<file path="config.mk">
export PLATFORM = sky130hd
export DESIGN_NAME = fetch_unit
export DESIGN_NICKNAME = d
export VERILOG_FILES = /design/src/rtl/fetch_unit.sv
export SDC_FILE = /design/constraint.sdc
export NUM_CORES = 1
export LEC_CHECK = 0
export CAP_MARGIN = 10
export CORE_ASPECT_RATIO = 1.5
export CORE_MARGIN = 1
export CORE_UTILIZATION = 39
export CTS_CLUSTER_SIZE = 12
export DETAILED_ROUTE_END_ITERATION = 10
export GPL_TIMING_DRIVEN = 0
export PLACE_DENSITY = 0.85
export SETUP_SLACK_MARGIN = 0.05
export SLEW_MARGIN = 20
export SYNTH_ARGS = -nofsm -noshare
export SYNTH_HDL_FRONTEND = slang
export SYNTH_SLANG_ARGS = --single-unit
</file>
<file path="constraint.sdc">
create_clock -name clk -period 1.5 [get_ports clk]
set_input_delay 0.15 -clock clk [delete_from_list [all_inputs] [get_ports clk]]
set_output_delay 0.15 -clock clk [all_outputs]
set_load 0.05 [all_outputs]
</file>
<file path="src/rtl/fetch_unit.sv">
// Instruction fetch stage for the 20-bit ISA: program counter, IF/ID register,
// stall/branch-redirect handling and a start/halt run-control FSM.
module fetch_unit #(
  parameter int unsigned PC_W    = 10,
  parameter logic [4:0]  HALT_OP = 5'd31
) (
  input  logic            clk,
  input  logic            reset,
  input  logic            start,
  input  logic            stall,
  input  logic            br_taken,
  input  logic [PC_W-1:0] br_target,
  output logic [PC_W-1:0] imem_addr,
  input  logic [19:0]     imem_data,
  output logic [4:0]      if_op,
  output logic [19:0]     if_inst,
  output logic [PC_W-1:0] if_pc,
  output logic            if_valid,
  output logic            done
);

  typedef enum logic [1:0] {
    S_IDLE,
    S_RUN,
    S_HALT
  } state_t;

  state_t            state_q, state_d;
  logic [PC_W-1:0]   pc_q, pc_d;
  logic [PC_W-1:0]   if_pc_q, if_pc_d;
  logic [19:0]       if_inst_q, if_inst_d;
  logic              if_valid_q, if_valid_d;
  logic              done_q, done_d;

  always_comb begin
    state_d    = state_q;
    pc_d       = pc_q;
    if_pc_d    = if_pc_q;
    if_inst_d  = if_inst_q;
    if_valid_d = if_valid_q;
    done_d     = done_q;

    unique case (state_q)
      S_IDLE, S_HALT: begin
        if (start) begin
          state_d    = S_RUN;
          pc_d       = '0;
          if_valid_d = 1'b0;
          done_d     = 1'b0;
        end else if (!stall) begin
          // the halt word stays visible while downstream is stalled
          if_valid_d = 1'b0;
        end
      end
      S_RUN: begin
        if (br_taken) begin
          pc_d       = br_target;
          if_valid_d = 1'b0;
        end else if (!stall) begin
          if_inst_d  = imem_data;
          if_pc_d    = pc_q;
          if_valid_d = 1'b1;
          if (imem_data[19:15] == HALT_OP) begin
            state_d = S_HALT;
            done_d  = 1'b1;
          end else begin
            pc_d = pc_q + PC_W'(1);
          end
        end
      end
      default: state_d = S_IDLE;
    endcase
  end

  always_ff @(posedge clk) begin
    if (reset) begin
      state_q    <= S_IDLE;
      pc_q       <= '0;
      if_pc_q    <= '0;
      if_inst_q  <= '0;
      if_valid_q <= 1'b0;
      done_q     <= 1'b0;
    end else begin
      state_q    <= state_d;
      pc_q       <= pc_d;
      if_pc_q    <= if_pc_d;
      if_inst_q  <= if_inst_d;
      if_valid_q <= if_valid_d;
      done_q     <= done_d;
    end
  end

  assign imem_addr = pc_q;
  assign if_inst   = if_inst_q;
  assign if_op     = if_inst_q[19:15];
  assign if_pc     = if_pc_q;
  assign if_valid  = if_valid_q;
  assign done      = done_q;

endmodule
</file>
==> impl_metrics.toml, run 1 <==
[job]
maxCapViolations = 0

[global_routing]
grt_overflow_total = 0
grt_pass1_wl_um = 10000
first_global_vias = 2174
grt_usage_pct = 24.4
grt_max_degree = 15
antenna_found_initial = 0

[worst_setup_path]
worstSetupStartpointType = "flip-flop"
cp.required_ns = 1.73
crit_fanout = 6
path_cells = "or3b_1 -> buf_6 -> nor2_4 -> buf_6 -> nand2_1 -> a21oi_1"
r2r-end = "if_pc[5]$_SDFFE_PP0P_"
reg2reg_setup_slack_ns = -0.11
crit_slowest_cell = "dfxtp_4"
cp.arrival_ns = 1.84
r2r-start = "state_q[1]$_SDFFE_PP0P_"
cp_top_family = "simple AND/OR/NAND/NOR gates"
cp_common_cell = "buf_6"
worst_path_largest_cell_delay_ns = 0.36
path_class = "flip-flop to flip-flop"
crit_path_end_kind = "flip-flop"
cp.buffers_inverters = 2
r2r_cells = 6

[synthesis]
yosysSeqAreaShare_pct = 43.5
ys_ff_latch = 44
synth_edf_count = 0
yosys_warnings = 0
syn-num-nets = 286
async_reset_ff_share_pct = 0
synth_area_leaders = "dfxtp_1 (44%), nand2_1 (12%), a21oi_1 (11%)"
ys.flop_type = "dfxtp_1"
netlist_instances = 250
synth_top_area_share_pct = 43.5
yosysUniqueCellTypes = 41
syn_avg_cell_area_um2 = 8.10
syn_area_um2 = 2020
synth_area_leader_cell = "dfxtp_1"

[cts]
cts_buffer_depth = 2
path_clk_slew_ns = 0.09
cts_htree_levels = 2
clockRootBuffer = "clkbuf_8"
clk_latency_ns = 0.31
cts_buffers = 5
cts_sinks = 44
ctsHoldBuffers = 0
cts_tree = "done"

[cells_and_area]
fin_area_um2 = 3460
nets = 391
fillers = 372
diodes = 0
utilization_pct = 70.2
layout_common_cells = "nand2_1 (47), dlygate4sd2_1 (38), dfxtp_1 (34)"
area_growth_pct = 70.7
final_common_cell = "nand2_1"
drive_gt1_share_pct = 32.9
seq_area_um2 = 908
multi_input_area_um2 = 1250

[drt]
drt-vias-per-instance = 5.63
vias = 2375
wl_um = 7340
wire_per_inst_um = 17.4
dr.pass1.iters = 5
ant_nets = 0
drt_iter0_markers = 128
drc_errors = 0

[worst_hold_path]
worstHoldPathType = "input pin to flip-flop"
holdPathStages = 3
holdPathEnd = "if_inst[17]$_SDFFE_PP0P_"
holdCritStartpoint = "imem_data[17]"

[outcome]
violations = "setup timing"
status = "finished with violations"

[power_and_ir_drop]
ir_worst_vdd_mv = 0.574
power_density_nw_per_um2 = 788
leakage_nw = 1.52

[timing]
finalClockSkew_ns = 0.00549
max_freq_ghz = 0.621
min_period_ns = 1.61
worst_slack_ns = -0.111
slew-limit-headroom_pct = 52.4
worst_pin_slew_ns = 0.714
fin_crit_sh_pct = 107
setup_viol = 26
setup_tns_ns = -0.851
hold_viol = 0
slew_violations = 0
rsz0062_at_grt = "true"

[die]
rows = 31
start_util_pct = 41.1
io_pins = 82
core_area_um2 = 4930
die-area_um2 = 5490
die_x_um = 60.8
die_h_um = 90.2

[placement]
routabilityCongestion = 0.832
port_buffers = 79
dp.final_hpwl_um = 4270
placed_area_um2 = 2930
==> final cells by class <==
class                      instances  area share (%)
inverter                           6           0.652
clock inverter                     1           0.253
timing repair buffer              98            26.1
clock buffer                       7            3.11
sequential                        44            26.3
tap                               66            2.39
buffer                            22            5.10
multi-input combinational        178            36.1
==> layer usage <==
metal  up-vias  track usage [%]  routed length [µm]
met1      1133             26.9                2570
li1       1072                -                   -
met3        36             3.31                 413
met2       134             42.3                3930
met4         0             14.0                 422
met5         -                0                   0
==> worst register-to-register path, stage by stage, from the launching register on <==
cell	delay [ns]
dfxtp_4	0.36
or3b_1	0.36
buf_6	0.14
nor2_4	0.25
buf_6	0.20
nand2_1	0.08
a21oi_1	0.15
==> power by group <==
part           leakage (nW)  switching, W  internal, W
clock network        0.0596      0.000437     0.000478
logic                  1.10      0.000338     0.000238
registers             0.363     0.0000403      0.00119
total                  1.52      0.000814      0.00191
==> stage by stage <==
step | hold slack, ns | setup slack, ns | total power, W | instances
floorplan | 0.286 | 0.0497 | 0.00153 | 250
global route | 0.148 | -0.131 | 0.00280 | 422
detailed placement | 0.446 | -0.259 | 0.00173 | 395
finish | 0.137 | -0.111 | 0.00272 | 422
CTS | 0.187 | -0.0426 | 0.00264 | 414
global placement | 0.441 | -0.256 | 0.00172 | 395
==> registers in the layout (all words and copies together) (netlist names) <==
register / count
done: 1
imem_addr: 10
if_inst: 20
if_valid: 1
state_q: 2
if_pc: 10
==> synth_stat cells, drive strengths merged (2+ instances only) <==
library cell	n
inv	6
nor4	2
o21ai	3
buf	14
o31ai	5
xnor2	2
mux2i	2
nor2	5
nand2b	7
nand3	7
a311oi	3
dfxtp	44
nand2	67
a21oi	43
o32ai	2
o211a	3
clkbuf	8
nor3	3
nor2b	2
nand4	5
==> kinds of logic (layout without fill, tap and decap cells) <==
family                     count (synthesis)  in the layout  synth area share (%)
DFF                                       44             44                  43.5
AOI/OAI and AO/OA                         67             67                  20.5
buffers and inverters                     28            134                  8.71
muxes                                      3              3                  1.55
xor gates and xnor gates                   2              2                 0.865
adders and majority gates                  1              1                 0.618
and+or+nand+nor                          105            105                  24.3
==> worst max-delay path by stage <==
stage	start	endpoint	slack [ns]	cells after the start
global placement	start	imem_addr[2]$_SDFFE_PP0P_	-0.26	5
global route	state_q[1]$_SDFFE_PP0P_	if_pc[5]$_SDFFE_PP0P_	-0.13	6
floorplan	imem_addr[0]$_SDFFE_PP0P_	imem_addr[8]$_SDFFE_PP0P_	0.05	5
CTS	state_q[1]$_SDFFE_PP0P_	if_pc[5]$_SDFFE_PP0P_	-0.04	6
finish	state_q[1]$_SDFFE_PP0P_	if_pc[5]$_SDFFE_PP0P_	-0.11	6
detailed placement	start	imem_addr[2]$_SDFFE_PP0P_	-0.26	5
==> repair_timing <==
action                                  in CTS  in global routing
resized for setup                           89                 67
pin swaps                                   27                 38
setup buffers                                8                  7
gates cloned                                 3                  1
endpoints found under the setup margin      85                 48
Power figures use the tool's default switching activity.
==> inputs of run 2 (changes only) <==
SKIP_LAST_GASP = 1   (was unset)
==> run 2 against run 1 <==
Compared with the run above: the run still ends with setup timing left; largest cell class unchanged; cell area is 0.43% lower; via count is 0.59% lower; maximum frequency is 2.5% higher; power is 0.65% lower; wire length is 2.5% lower; clock skew is 0.0039 ns higher; register-to-register slack better by 0.04 ns; non-clock buffer count is 1 lower; setup slack better by 0.039 ns; combinational power is 1% lower; cell count is 0.24% lower; critical path type unchanged; critical path depth stayed put; largest power group unchanged.
==> impl_metrics.toml, run 2 (same netlist as run 1, synthesis figures left out) <==
[worst_hold_path]
holdCritStartpoint = "imem_data[16]"
holdPathEnd = "if_inst[16]$_SDFFE_PP0P_"
holdPathStages = 3
worstHoldPathType = "input pin to flip-flop"

[timing]
fin_crit_sh_pct = 105
rsz0062_at_grt = "true"
slew_violations = 0
finalClockSkew_ns = 0.00938
worst_pin_slew_ns = 0.717
slew-limit-headroom_pct = 52.2
hold_viol = 0
max_freq_ghz = 0.636
worst_slack_ns = -0.0720
min_period_ns = 1.57
setup_viol = 20

[drt]
dr.pass1.iters = 7
drc_errors = 0
wire_per_inst_um = 17.0
wl_um = 7160
vias = 2361
drt-vias-per-instance = 5.61
ant_nets = 0
drt_iter0_markers = 110

[global_routing]
antenna_found_initial = 0
grt_max_degree = 15
use_met3_pct = 3.31
grt_overflow_total = 0
grt_use_met1_pct = 25.8
grt_pass1_wl_um = 9880
grt_usage_pct = 24.0
first_global_vias = 2163
grt_util_met2_pct = 42.7
busiest_layer = "met2"

[power_and_ir_drop]
ir_worst_vdd_mv = 0.550
power_w = 0.00271
leakage_nw = 1.51
power_density_nw_per_um2 = 786

[worst_setup_path]
crit_fanout = 6
r2r_cells = 6
cp.required_ns = 1.73
crit_path_end_kind = "flip-flop"
r2r-start = "state_q[1]$_SDFFE_PP0P_"
r2r-end = "if_pc[5]$_SDFFE_PP0P_"
path_class = "flip-flop to flip-flop"
worstSetupStartpointType = "flip-flop"
cp.arrival_ns = 1.80
reg2reg_setup_slack_ns = -0.07

[die]
die-area_um2 = 5490
io_pins = 82
start_util_pct = 41.1
core_area_um2 = 4930
die_x_um = 60.8
die_h_um = 90.2
rows = 31

[placement]
port_buffers = 79
routabilityCongestion = 0.832
dp.final_hpwl_um = 4270
pre_cts_ws_ns = -0.259

[cells_and_area]
area_growth_pct = 70.0
utilization_pct = 69.9
largest_reg_flops = 20
nets = 390
final_common_cell = "nand2_1"
seq_area_um2 = 908
drive_gt1_share_pct = 32.1
diodes = 0
fillers = 376
layout_common_cells = "nand2_1 (48), dlygate4sd2_1 (38), dfxtp_1 (34)"
multi_input_area_um2 = 1240

[cts]
cts_htree_levels = 2
clockRootBuffer = "clkbuf_8"
cts_tree = "done"
clk_latency_ns = 0.30
cts_sinks = 44
cts_buffer_depth = 2
path_clk_slew_ns = 0.08
cts_buffers = 5

[job]
maxCapViolations = 0

[outcome]
status = "finished with violations"
violations = "setup timing"
run 2: cell types whose count changed in the layout (fill, tap and decap cells not counted), sizes merged:
cell and change:
buf -2, clkdlybuf4s15 +1
run 2: area by class of cell:
| cell class | count | share of cell area (%) |
|---|---|---|
| buffer | 22 | 4.91 |
| tap | 66 | 2.40 |
| multi-input combinational | 178 | 36.2 |
| sequential | 44 | 26.4 |
| inverter | 6 | 0.655 |
| clock inverter | 1 | 0.255 |
| clock buffer | 7 | 3.13 |
| timing repair buffer | 97 | 26.1 |
run 2: how the worst max path moves through the flow:
stage | start | end | slack [ns]
after global placement | start | imem_addr[2]$_SDFFE_PP0P_ | -0.26
after detailed placement | start | imem_addr[2]$_SDFFE_PP0P_ | -0.26
after CTS | state_q[1]$_SDFFE_PP0P_ | if_pc[5]$_SDFFE_PP0P_ | -0.04
after global routing | state_q[1]$_SDFFE_PP0P_ | imem_addr[5]$_SDFFE_PP0P_ | -0.12
final | state_q[1]$_SDFFE_PP0P_ | if_pc[5]$_SDFFE_PP0P_ | -0.07
after floorplan | imem_addr[0]$_SDFFE_PP0P_ | imem_addr[8]$_SDFFE_PP0P_ | 0.05
run 2: timing repair:
action,4_1_cts,5_1_grt
gates resized for setup,87,63
buffers inserted,8,6
endpoints found under the setup margin,85,49
cloned,3,1
hold buffers,0,0
pin swaps,26,37
run 2: per-stage QoR:
stage	std cells	TNS, ns	area (µm²)	hold slack [ns]
after floorplan	250	0	2060	0.286
after global placement	395	-5.52	2930	0.441
after detailed placement	395	-7.30	2930	0.446
after CTS	414	-0.551	3210	0.187
after global routing	421	-1.97	3440	0.149
final	421	-0.382	3440	0.151
run 2: layer usage:
metal / vias up / share of wire [%] / wire length, µm
met3: 31 / 5.9 / 423
met2: 132 / 53 / 3790
met5: - / 0 / 0
met1: 1128 / 37 / 2660
met4: 0 / 4.0 / 285
li1: 1070 / - / -
run 2: where the power goes:
group / switching (W) / internal [W] / total [W]
Clock: 0.000423 / 0.000478 / 0.000901
Sequential: 0.0000415 / 0.00119 / 0.00123
Combinational: 0.000334 / 0.000236 / 0.000570
run 2: worst max-delay path: stages (launching register included):
cell,delay (ns)
dfxtp_4,0.36
or3b_1,0.36
buf_6,0.14
nor2_4,0.23
buf_6,0.20
nand2_1,0.08
a21oi_1,0.14
